[config.mk]
export PLATFORM = sky130hd
export DESIGN_NAME = hazard_control_unit
export DESIGN_NICKNAME = d
export VERILOG_FILES = /design/src/rtl/hazard_pkg.sv /design/src/rtl/hazard_control_unit_wait_timer.sv /design/src/rtl/hazard_control_unit.sv
export SDC_FILE = /design/constraint.sdc
export NUM_CORES = 1
export LEC_CHECK = 0
export BUFFER_PORTS_ARGS = -buffer_cell sky130_fd_sc_hd__buf_2
export CELL_PAD_IN_SITES_DETAIL_PLACEMENT = 0
export CELL_PAD_IN_SITES_GLOBAL_PLACEMENT = 1
export CORE_UTILIZATION = 26
export DETAILED_ROUTE_END_ITERATION = 6
export GPL_TIMING_DRIVEN = 0
export PLACE_DENSITY = 0.76
export SKIP_CTS_REPAIR_TIMING = 1
export SLEW_MARGIN = 20
export SYNTH_ARGS = -nofsm -noshare
export SYNTH_HDL_FRONTEND = slang
export SYNTH_SLANG_ARGS = --single-unit
[constraint.sdc]
create_clock -name clk -period 1.9 [get_ports clk]
set_input_delay 0.38 -clock clk [delete_from_list [all_inputs] [get_ports clk]]
set_output_delay 0.38 -clock clk [all_outputs]
set_load 0.02 [all_outputs]
[src/rtl/hazard_pkg.sv]
// Shared types and constants for the pipeline hazard controller.
package hazard_pkg;
  typedef enum logic [1:0] {
    RST_HOLD   = 2'd0,
    RUN        = 2'd1,
    LU_BUBBLE  = 2'd2,
    MEM_FREEZE = 2'd3
  } hz_state_e;

  localparam int REG_ZERO = 0;
  localparam int PERF_W   = 16;
endpackage

[src/rtl/hazard_control_unit_wait_timer.sv]
// Saturating count of consecutive data-memory wait cycles with a sticky
// timeout flag that only a reset clears.
module hazard_wait_timer #(
  parameter int WAIT_CNT_W  = 7,
  parameter int MEM_TIMEOUT = 64
) (
  input  logic                  clk,
  input  logic                  rst,
  input  logic                  cnt_en,
  input  logic                  cnt_clr,
  output logic [WAIT_CNT_W-1:0] wait_cnt,
  output logic                  mem_timeout
);
  localparam logic [WAIT_CNT_W-1:0] LIMIT = WAIT_CNT_W'(MEM_TIMEOUT);

  logic [WAIT_CNT_W-1:0] cnt_q, cnt_d;
  logic                  to_q, to_d;

  always_comb begin
    cnt_d = cnt_q;
    to_d  = to_q;
    if (cnt_clr)
      cnt_d = '0;
    else if (cnt_en && cnt_q != LIMIT)
      cnt_d = cnt_q + WAIT_CNT_W'(1);
    if (cnt_d == LIMIT)
      to_d = 1'b1;
  end

  always_ff @(posedge clk) begin
    if (!rst) begin
      cnt_q <= '0;
      to_q  <= 1'b0;
    end else begin
      cnt_q <= cnt_d;
      to_q  <= to_d;
    end
  end

  assign wait_cnt    = cnt_q;
  assign mem_timeout = to_q;
endmodule

[src/rtl/hazard_control_unit.sv]
// Hazard controller for the 5-stage pipeline: load-use bubbles, branch flushes,
// memory-wait freezes and post-reset PC hold. Perf counters under HAZARD_PERF_CNT_EN.
module hazard_control_unit
  import hazard_pkg::*;
#(
  parameter int REG_ADDR_W        = 5,
  parameter int RESET_HOLD_CYCLES = 2,
  parameter int MEM_TIMEOUT       = 64,
  parameter int WAIT_CNT_W        = 7
) (
  input  logic                  clk,
  input  logic                  rst,
  input  logic [REG_ADDR_W-1:0] idRs1,
  input  logic [REG_ADDR_W-1:0] idRs2,
  input  logic                  idUsesRs1,
  input  logic                  idUsesRs2,
  input  logic                  exMemRead,
  input  logic [REG_ADDR_W-1:0] exRd,
  input  logic                  exBranchTaken,
  input  logic                  memWait,
  output logic                  pcEnable,
  output logic                  pcRst,
  output logic                  ifIdEnable,
  output logic                  ifIdFlush,
  output logic                  idExEnable,
  output logic                  idExFlush,
  output logic                  exMemEnable,
  output logic                  memTimeout,
  output logic [PERF_W-1:0]     stallCycles,
  output logic [PERF_W-1:0]     flushCount
);
  localparam int HOLD_W = (RESET_HOLD_CYCLES > 1) ? $clog2(RESET_HOLD_CYCLES) : 1;
  localparam logic [HOLD_W-1:0] HOLD_LAST = HOLD_W'(RESET_HOLD_CYCLES - 1);

  hz_state_e         state_q, state_d;
  logic [HOLD_W-1:0] hold_q, hold_d;
  logic              load_use, run_eval, freeze, rst_out, br_flush;
  logic [WAIT_CNT_W-1:0] wait_cnt;
  logic              unused_wait;

  assign load_use = exMemRead && (exRd != REG_ADDR_W'(REG_ZERO)) &&
                    ((idUsesRs1 && idRs1 == exRd) || (idUsesRs2 && idRs2 == exRd));

  always_comb begin
    state_d     = state_q;
    hold_d      = hold_q;
    run_eval    = 1'b0;
    freeze      = 1'b0;
    rst_out     = 1'b0;
    br_flush    = 1'b0;
    pcRst       = 1'b0;
    pcEnable    = 1'b1;
    ifIdEnable  = 1'b1;
    ifIdFlush   = 1'b0;
    idExEnable  = 1'b1;
    idExFlush   = 1'b0;
    exMemEnable = 1'b1;

    case (state_q)
      RST_HOLD: begin
        rst_out = 1'b1;
        if (hold_q == HOLD_LAST) begin
          state_d = RUN;
          hold_d  = '0;
        end else begin
          hold_d  = hold_q + HOLD_W'(1);
        end
      end
      RUN:        run_eval = 1'b1;
      LU_BUBBLE: begin
        if (memWait) begin
          freeze  = 1'b1;
          state_d = MEM_FREEZE;
        end else begin
          state_d = RUN;
        end
      end
      // The cycle memWait drops acts as a RUN cycle: EX was frozen, so its
      // pending branch/load-use must be resolved now, not one cycle later.
      MEM_FREEZE: run_eval = 1'b1;
      default: begin
        rst_out = 1'b1;
        state_d = RST_HOLD;
        hold_d  = '0;
      end
    endcase

    if (run_eval) begin
      if (memWait) begin
        freeze  = 1'b1;
        state_d = MEM_FREEZE;
      end else if (exBranchTaken) begin
        br_flush  = 1'b1;
        ifIdFlush = 1'b1;
        idExFlush = 1'b1;
        state_d   = RUN;
      end else if (load_use) begin
        pcEnable   = 1'b0;
        ifIdEnable = 1'b0;
        idExFlush  = 1'b1;
        state_d    = LU_BUBBLE;
      end else begin
        state_d = RUN;
      end
    end

    if (freeze) begin
      pcEnable    = 1'b0;
      ifIdEnable  = 1'b0;
      idExEnable  = 1'b0;
      exMemEnable = 1'b0;
    end

    if (!rst) begin
      rst_out  = 1'b1;
      freeze   = 1'b0;
      br_flush = 1'b0;
    end

    if (rst_out) begin
      pcRst       = 1'b1;
      pcEnable    = 1'b0;
      ifIdEnable  = 1'b0;
      ifIdFlush   = 1'b1;
      idExEnable  = 1'b0;
      idExFlush   = 1'b1;
      exMemEnable = 1'b0;
    end
  end

  always_ff @(posedge clk) begin
    if (!rst) begin
      state_q <= RST_HOLD;
      hold_q  <= '0;
    end else begin
      state_q <= state_d;
      hold_q  <= hold_d;
    end
  end

  hazard_wait_timer #(
    .WAIT_CNT_W  (WAIT_CNT_W),
    .MEM_TIMEOUT (MEM_TIMEOUT)
  ) u_wait_timer (
    .clk         (clk),
    .rst         (rst),
    .cnt_en      (freeze),
    .cnt_clr     (!freeze),
    .wait_cnt    (wait_cnt),
    .mem_timeout (memTimeout)
  );

  assign unused_wait = ^wait_cnt;

`ifdef HAZARD_PERF_CNT_EN
  logic [PERF_W-1:0] stall_q, stall_d, flush_q, flush_d;

  always_comb begin
    stall_d = stall_q;
    flush_d = flush_q;
    if (!pcEnable && !rst_out && stall_q != '1)
      stall_d = stall_q + PERF_W'(1);
    if (br_flush && flush_q != '1)
      flush_d = flush_q + PERF_W'(1);
  end

  always_ff @(posedge clk) begin
    if (!rst) begin
      stall_q <= '0;
      flush_q <= '0;
    end else begin
      stall_q <= stall_d;
      flush_q <= flush_d;
    end
  end

  assign stallCycles = stall_q;
  assign flushCount  = flush_q;
`else
  assign stallCycles = '0;
  assign flushCount  = '0;
`endif
endmodule

==> metrics, run 1 <==
site row count 22; vias per inst approximately 3.8; status complete, but fails checks; leakage between 0.7 and 0.8 nW; critical path fanouts, max 4; worst endpoint required time 1.52 ns; Remaining DRCs 0; Area Growth Syn to Fin 43.7%; synthesized area 1020 sq um; Yosys reg bits 11; Worst Hold Class in2reg; largest family of logic cells by synthesized area buffers and inverters; Post-Synth XOR/XNOR Area 12.8%; net count of the finished layout 215; DR pass1 iterations 4; CTS root buf clkbuf_8; largest net degree at the start of global routing 11; register area share after synthesis 21.5%; antenna cells 0; setup TNS -0.447 ns; CTS buffer count 3; slew margin rel. about 51%; total grt overflow 0; Post-synth ARST share 0%; final wirelength 1.95 mm; mux contribution to synthesized area 1.95%; area of the multi-input gates around 660 sq um; placed cell area ~1400 sq um; wire per inst between 8 and 9 microns; FF-to-FF setup slack 0.15 ns; number of global-route vias before repair 761; final worst slack -0.225 ns; Initial Utilization 27.6%; crit path DAT 1.75 ns; critical path class in2out; crit-path most repeated cell buf_6; H-tree levels 1; top post-synthesis cells by count 34 x buf_4, 12 x xor2_1, 11 x dfxtp_1, 11 x nor2_1, 7 x inv_1; delay of the slowest critical-path stage approximately 0.37 ns; Setup crit start kind primary input; Port Buf Inserts 29; 1st-iter DRT viols 14; Global Route Usage Sum 9.17%; Mean Syn Cell Area 8.13 sq um; die area ~4200 sq um; hpwl dp 1.58 mm; PD cells 501 nW/um^2; final worst path period need 2.13 ns; share of layout cells above drive strength 1 between 40% and 50%; fillers between 300 and 400; Least-Margin Pin Slew 0.738 ns; Synth Warn # 0; most common cell in the synthesized netlist buf_4; Reg clk slew, reported paths 0.05 ns; CTS Sinks 11; CP Capture Type primary output; IO Count 62; core area 3720 sq um; dominant cell type by area after synthesis buf_4; post-route ant nets 0; register area ~220 sq um; die height 64.8 microns; cell count after synthesis 126; Yosys top cell area share between 20% and 30%; EDFF count, synth 0; final setup fails 3; Tcrit/Tclk final 112%; via count 899; Final Skew between 0.003 and 0.004 ns; CTS max path bufs 2; CTS tree built; Final Max Tran Viols 0; worst vdd ir 0.191 mV; CP Cell Sequence buf_6 > xor2_2 > nor4_2 > a32oi_2 > o41a_1 > buf_6 > buf_6; Max Cap Viol 0; GP Congestion just under 0.8; RSZ-0062 raised after global routing true; Worst-Skew Late Latency 0.24 ns; Max Fclk 471 MHz; failing checks negative setup slack; Final Instance Area roughly 1500 sq um; die width 64.8 microns; first-pass GRT wire length slightly above 3 mm; slowest cell on the critical path o41a_1; Main synth FF type dfxtp_1; antenna violations before repair 0; simple-gate share of the synthesized area 17.7%; Synth Area in Compound Gates 13.8%; Synth area leaders buf_4 25%, dfxtp_1 21%, xor2_1 10%; final hold vios 0; post-synthesis adder-cell area fraction about 2.4%; Distinct cells, synth 37
[layout make-up]
type	instances	share of cell area, %
plain buffers	36	18.7
clock buffers	3	2.80
clock inverters	1	0.340
inverters	7	1.78
multi-input cells	102	44.9
flip-flops and latches	11	15.0
well taps	48	4.08
repair buffers	30	12.5
[registers in the layout (all words and copies together) (netlist names)]
| register | count |
|---|---|
| hold_q | 1 |
| state_q | 2 |
| u_wait_timer.mem_timeout | 1 |
| u_wait_timer.wait_cnt | 7 |
[kinds of logic (layout without fill, tap and decap cells)]
kind of cell               after synthesis  after routing
muxes                                    2              2
adders and majority gates                2              2
and+or+nand+nor                         33             33
xor gates and xnor gates                15             15
buffers and inverters                   44             77
other                                    1             32
DFF                                     11             11
AOI/OAI and AO/OA                       18             18
[power breakdown]
group	internal [mW]	leakage [nW]	switching (mW)	total [mW]
clock	0.144	0.0255	0.0883	0.232
combinational	0.115	0.634	0.141	0.256
sequential	0.241	0.0893	0.00852	0.250
[layer usage]
metal  wire, microns  global-route usage [%]
met1             885                    11.6
met2             880                    14.6
met3             168                    2.64
met4              16                    3.33
met5               0                       0
[layout by cell type (no fill, tap or decap), types with 2 or more instances in the layout]
cell type,count
inv_1,7
dfxtp_1,11
buf_6,7
nor2_1,10
clkbuf_8,3
conb_1,32
a21oi_1,3
ha_1,2
xor2_1,11
o21ai_0,3
or3_1,3
nand3b_1,2
xnor2_1,3
nor4_2,2
nand2_1,3
mux2i_1,2
buf_4,34
buf_2,25
nand3_1,4
[critical path: cells and delay by family]
kind,cells,cell delay [ns]
buf+inv,3,0.35
simple gates,1,0.29
xor+xnor,1,0.16
compound gates,2,0.56
[worst paths after layout]
check | startpoint | to | cells after the start
worst min-delay path | rst | state_q[0] | 2
worst max-delay path | idRs2[1] | pcEnable | 7
worst min register to register | u_wait_timer.mem_timeout | u_wait_timer.mem_timeout | 2
worst max register to register | u_wait_timer.wait_cnt[0] | u_wait_timer.mem_timeout | 7
[per-stage QoR]
step,instances,utilization (%),worst slack [ns],power [mW],hold WS (ns)
finish,238,39.6,-0.225,0.738,0.447
global route,238,39.6,-0.309,0.781,0.448
CTS,238,37.6,-0.391,0.732,0.443
detailed placement,234,36.4,-0.388,0.492,0.446
global placement,234,36.4,-0.400,0.492,0.443
floorplan,157,-,-0.0981,0.438,0.451
No activity file was read; power rests on OpenSTA's default activity.
==> run 2: changes to the inputs <==
--- a/config.mk
+++ b/config.mk
@@ -10,7 +10,6 @@
 export CELL_PAD_IN_SITES_GLOBAL_PLACEMENT = 1
 export CORE_UTILIZATION = 26
 export DETAILED_ROUTE_END_ITERATION = 6
-export GPL_TIMING_DRIVEN = 0
 export PLACE_DENSITY = 0.76
 export SKIP_CTS_REPAIR_TIMING = 1
 export SLEW_MARGIN = 20
==> metrics, run 2 (synthesized netlist as in run 1, its figures left out) <==
worst hold stages 2; critical path class in2out; share of layout cells above drive strength 1 32.5%; Final Instance Area 1270 sq um; slowest cell on the critical path o41a_1; antenna violations before repair 0; worst vdd ir 0.218 mV; failing checks negative setup slack; worst flop-to-flop path startpoint u_wait_timer.wait_cnt[0]; H-tree levels 1; hpwl dp 1.53 mm; WHS Endpoint state_q[0]; largest net degree at the start of global routing 10; die width 64.8 microns; worst endpoint required time approximately 1.5 ns; final worst path period need just over 2 ns; final worst slack -0.161 ns; CTS root buf clkbuf_8; setup TNS -0.351 ns; delay of the slowest critical-path stage 0.38 ns; CTS buffer count 3; final hold vios 0; Reg clk slew, reported paths 0.05 ns; Area Growth Syn to Fin 23.7%; net count of the finished layout 188; GP Congestion roughly 0.80; final wirelength 1.97 mm; fin util 34.1%; DR pass1 iterations 4; leakage 0.591 nW; number of global-route vias before repair 696; Largest register FFs 7; fillers 426; FF-to-FF End u_wait_timer.mem_timeout; die height 64.8 microns; PD cells ~550 nW/um^2; Setup crit start kind primary input; crit path DAT roughly 1.7 ns; Max Fclk 485 MHz; DP Worst Slack -0.168 ns; total grt overflow 0; Initial Utilization 27.6%; critical path fanouts, max 3; final setup fails 3; Worst Reg-to-Reg Cells 6; antenna cells 0; Worst-Skew Late Latency 0.24 ns; FF-to-FF setup slack 0.24 ns; first-pass GRT wire length 3.01 mm; Max Cap Viol 0; die area 4200 sq um; register area about 220 sq um; core area around 3700 sq um; post-route ant nets 0; RSZ-0062 raised after global routing true; Worst Hold Class in2reg; Tcrit/Tclk final 108%; CP Capture Type primary output; site row count 22; vias per inst about 4.1; most frequent cells in the layout 32 x conb_1, 24 x buf_2, 11 x dfxtp_1; IO Count 62; Final Max Tran Viols 0; HP Start rst; placed cell area roughly 1100 sq um; Hold WS 0.446 ns; status complete, but fails checks; area of the multi-input gates around 660 sq um; CTS Sinks 11; Crit. Startpoint idRs2[2]; Remaining DRCs 0; CP Cell Sequence buf_6 > xor2_2 > nor4_2 > a32oi_2 > o41a_1 > buf_6; crit-path most repeated cell buf_6; commonest non-fill, non-tap cell in the layout conb_1; Final Skew 0.00324 ns; Port Buf Inserts 29; via count 858; CTS max path bufs 2; wire per inst 9.34 microns; CTS tree built; Global Route Usage Sum about a tenth; 1st-iter DRT viols 40
run 2: cell count changes in the layout (fill, tap and decap cells not counted), sizes merged:
cell,change
buf,-27
clkbuf,+1
clkinv,-1
run 2: critical path, delay by kind of cell:
kind / cells / cell delay (ns)
compound gates: 2 / 0.56
simple gates: 1 / 0.32
buf+inv: 2 / 0.25
xor+xnor: 1 / 0.16
run 2: area by class of cell:
cell class | count | share of cell area [%]
inverter | 7 | 2.07
timing repair buffer | 39 | 19.8
tap | 48 | 4.74
clock buffer | 4 | 3.55
multi-input combinational | 102 | 52.4
sequential | 11 | 17.4
run 2: worst max-delay path by stage:
stage,slack [ns],end
6_report,-0.16,pcEnable
5_1_grt,-0.26,pcEnable
3_5_place_dp,-0.17,pcEnable
3_3_place_gp,-0.17,pcEnable
4_1_cts,-0.17,pcEnable
2_1_floorplan,-0.1,pcEnable
run 2: report_power, final:
| part | internal, mW | switching [mW] |
|---|---|---|
| clock | 0.147 | 0.0853 |
| combinational | 0.0759 | 0.135 |
| sequential | 0.241 | 0.0109 |
| total | 0.464 | 0.231 |
run 2: per-layer routing:
| layer | up-vias | wire (microns) | track usage, % |
|---|---|---|---|
| met5 | - | 0 | 0 |
| met4 | 0 | 23 | 5.83 |
| met3 | 2 | 155 | 3.17 |
| met2 | 44 | 927 | 14.3 |
| met1 | 378 | 864 | 11.5 |
| li1 | 434 | - | - |
run 2: through the flow:
step           power [mW]  cells
5_1_grt             0.740    211
2_1_floorplan       0.438    157
6_report            0.696    211
3_3_place_gp        0.446    206
4_1_cts             0.689    210
3_5_place_dp        0.446    206
==> run 3: changes to the inputs <==
--- a/config.mk
+++ b/config.mk
@@ -11,7 +11,6 @@
 export CORE_UTILIZATION = 26
 export DETAILED_ROUTE_END_ITERATION = 6
 export PLACE_DENSITY = 0.76
-export SKIP_CTS_REPAIR_TIMING = 1
 export SLEW_MARGIN = 20
 export SYNTH_ARGS = -nofsm -noshare
 export SYNTH_HDL_FRONTEND = slang
==> metrics, run 3 (synthesized netlist as in run 1, its figures left out) <==
CTS max path bufs 2; final worst path period need slightly above 2 ns; worst flop-to-flop path startpoint u_wait_timer.wait_cnt[0]; final worst slack -0.134 ns; Tcrit/Tclk final 107%; first-pass GRT wire length 3.11 mm; crit-path most repeated cell buf_6; post-route ant nets 0; Buf+Inv Stages, Crit Path 2; Hold WS around 0.45 ns; DR pass1 iterations 4; fillers 423; die height 64.8 microns; fin util 34.2%; commonest non-fill, non-tap cell in the layout conb_1; CTS root buf clkbuf_8; via count between 800 and 900; Global Route Usage Sum 9.76%; Remaining DRCs 0; Max Cap Viol 0; placed cell area ~1100 sq um; Max Fclk 492 MHz; share of layout cells above drive strength 1 31.3%; Initial Utilization 27.6%; DP Worst Slack -0.168 ns; antenna cells 0; largest net degree at the start of global routing 10; final hold vios 0; Area Growth Syn to Fin 24.1%; slowest cell on the critical path o41a_1; PD cells approximately 550 nW/um^2; CTS tree built; IO Count 62; leakage 0.593 nW; net count of the finished layout between 150 and 200; Final Skew around 0.0032 ns; HP Start rst; hold buffer count at cts 0; antenna violations before repair 0; FF-to-FF setup slack 0.23 ns; critical path fanouts, max 3; final std cells w/o fill about 210; RSZ-0062 raised after global routing true; 1st-iter DRT viols 37; worst vdd ir 0.218 mV; CTS buffer count 3; Final Max Tran Viols 0; WHS Endpoint state_q[0]; hpwl dp 1.53 mm; Port Buf Inserts 29; status complete, but fails checks; Largest register FFs 7; Worst-Skew Late Latency 0.24 ns; CTS Sinks 11; Post-Place Cells slightly above 200; GP Congestion approximately 0.80; CP Cell Sequence buf_6 > xor2_1 > nor4_2 > a32oi_2 > o41a_1 > buf_6; failing checks negative setup slack; final setup fails 3; worst endpoint required time 1.52 ns; Final Instance Area ~1300 sq um; Setup crit start kind primary input; FF-to-FF End u_wait_timer.mem_timeout; final wirelength 2.00 mm; worst hold stages 2; Reg clk slew, reported paths ~0.050 ns; Worst Hold Class in2reg; wire per inst 9.45 microns; CP Capture Type primary output; critical path's top delay family compound AO/OA/AOI/OAI gates; H-tree levels 1; Worst Reg-to-Reg Cells 6; critical path class in2out; crit path DAT 1.65 ns; site row count 22; vias per inst 4.09; most frequent cells in the layout 32 x conb_1, 21 x buf_2, 11 x xor2_1, 11 x dfxtp_1, 11 x buf_4; die width 64.8 microns; die area 4200 sq um; core area 3720 sq um; total grt overflow 0; delay of the slowest critical-path stage 0.38 ns; number of global-route vias before repair 711
==> run 3: cell types whose count changed in the layout (fill, tap and decap cells not counted) <==
| cell | change |
|---|---|
| xor2_1 | +1 |
| buf_2 | -3 |
| xor2_2 | -1 |
| buf_4 | +1 |
| buf_6 | +2 |
| o21ai_2 | -1 |
| o21ai_1 | +1 |
==> run 3: layout make-up <==
| cell class | instances | area (sq um) | area share [%] |
|---|---|---|---|
| inverters | 7 | 26.3 | 2.07 |
| multi-input cells | 102 | 653 | 51.4 |
| flip-flops and latches | 11 | 220 | 17.3 |
| well taps | 48 | 60.1 | 4.72 |
| clock buffers | 4 | 45.0 | 3.54 |
| repair buffers | 39 | 267 | 21.0 |
==> run 3: layer usage <==
metal | up-vias | share of wire (%) | GRT usage (%) | routed length, microns
met5 | - | 0 | 0 | 0
met4 | 0 | 1.2 | 5.83 | 23
met3 | 2 | 7.5 | 3.17 | 150
met2 | 42 | 47 | 15.0 | 937
met1 | 384 | 44 | 11.7 | 883
li1 | 436 | - | - | -
==> run 3: where the power goes <==
part	total [mW]	switching, mW	leakage [nW]	internal (mW)
clock network	0.233	0.0855	0.0228	0.147
logic	0.212	0.134	0.481	0.0780
registers	0.252	0.0108	0.0893	0.241
total	0.697	0.230	0.593	0.467
==> run 3: what timing repair did <==
item / in CTS / in global routing
endpoints found under the setup margin: 3 / 3
resized for setup: 10 / 7
pin swaps: 7 / 6
setup buffers: 0 / 1
==> run 3: per-stage QoR <==
| stage | setup TNS (ns) | total power [mW] |
|---|---|---|
| global placement | -0.371 | 0.446 |
| floorplan | -0.124 | 0.438 |
| global route | -0.387 | 0.740 |
| detailed placement | -0.361 | 0.446 |
| CTS | -0.266 | 0.698 |
| finish | -0.270 | 0.697 |
==> run 3: worst register-to-register path, cell delays in order, from the launching register on <==
cell and delay (ns):
dfxtp_1 0.37, inv_1 0.08, ha_1 0.15, nand4bb_1 0.16
or3_1 0.36, a311oi_1 0.34, o41ai_2 0.09
==> run 3: worst max path at each step <==
stage / from / endpoint / slack [ns] / depth (start not counted)
after floorplan: exRd[3] / pcEnable / -0.1 / 5
after global placement: exRd[3] / pcEnable / -0.17 / 6
after detailed placement: exRd[3] / pcEnable / -0.17 / 6
after CTS: exRd[4] / pcEnable / -0.13 / 6
after global routing: exRd[3] / pcEnable / -0.17 / 6
final: idRs2[2] / pcEnable / -0.13 / 6
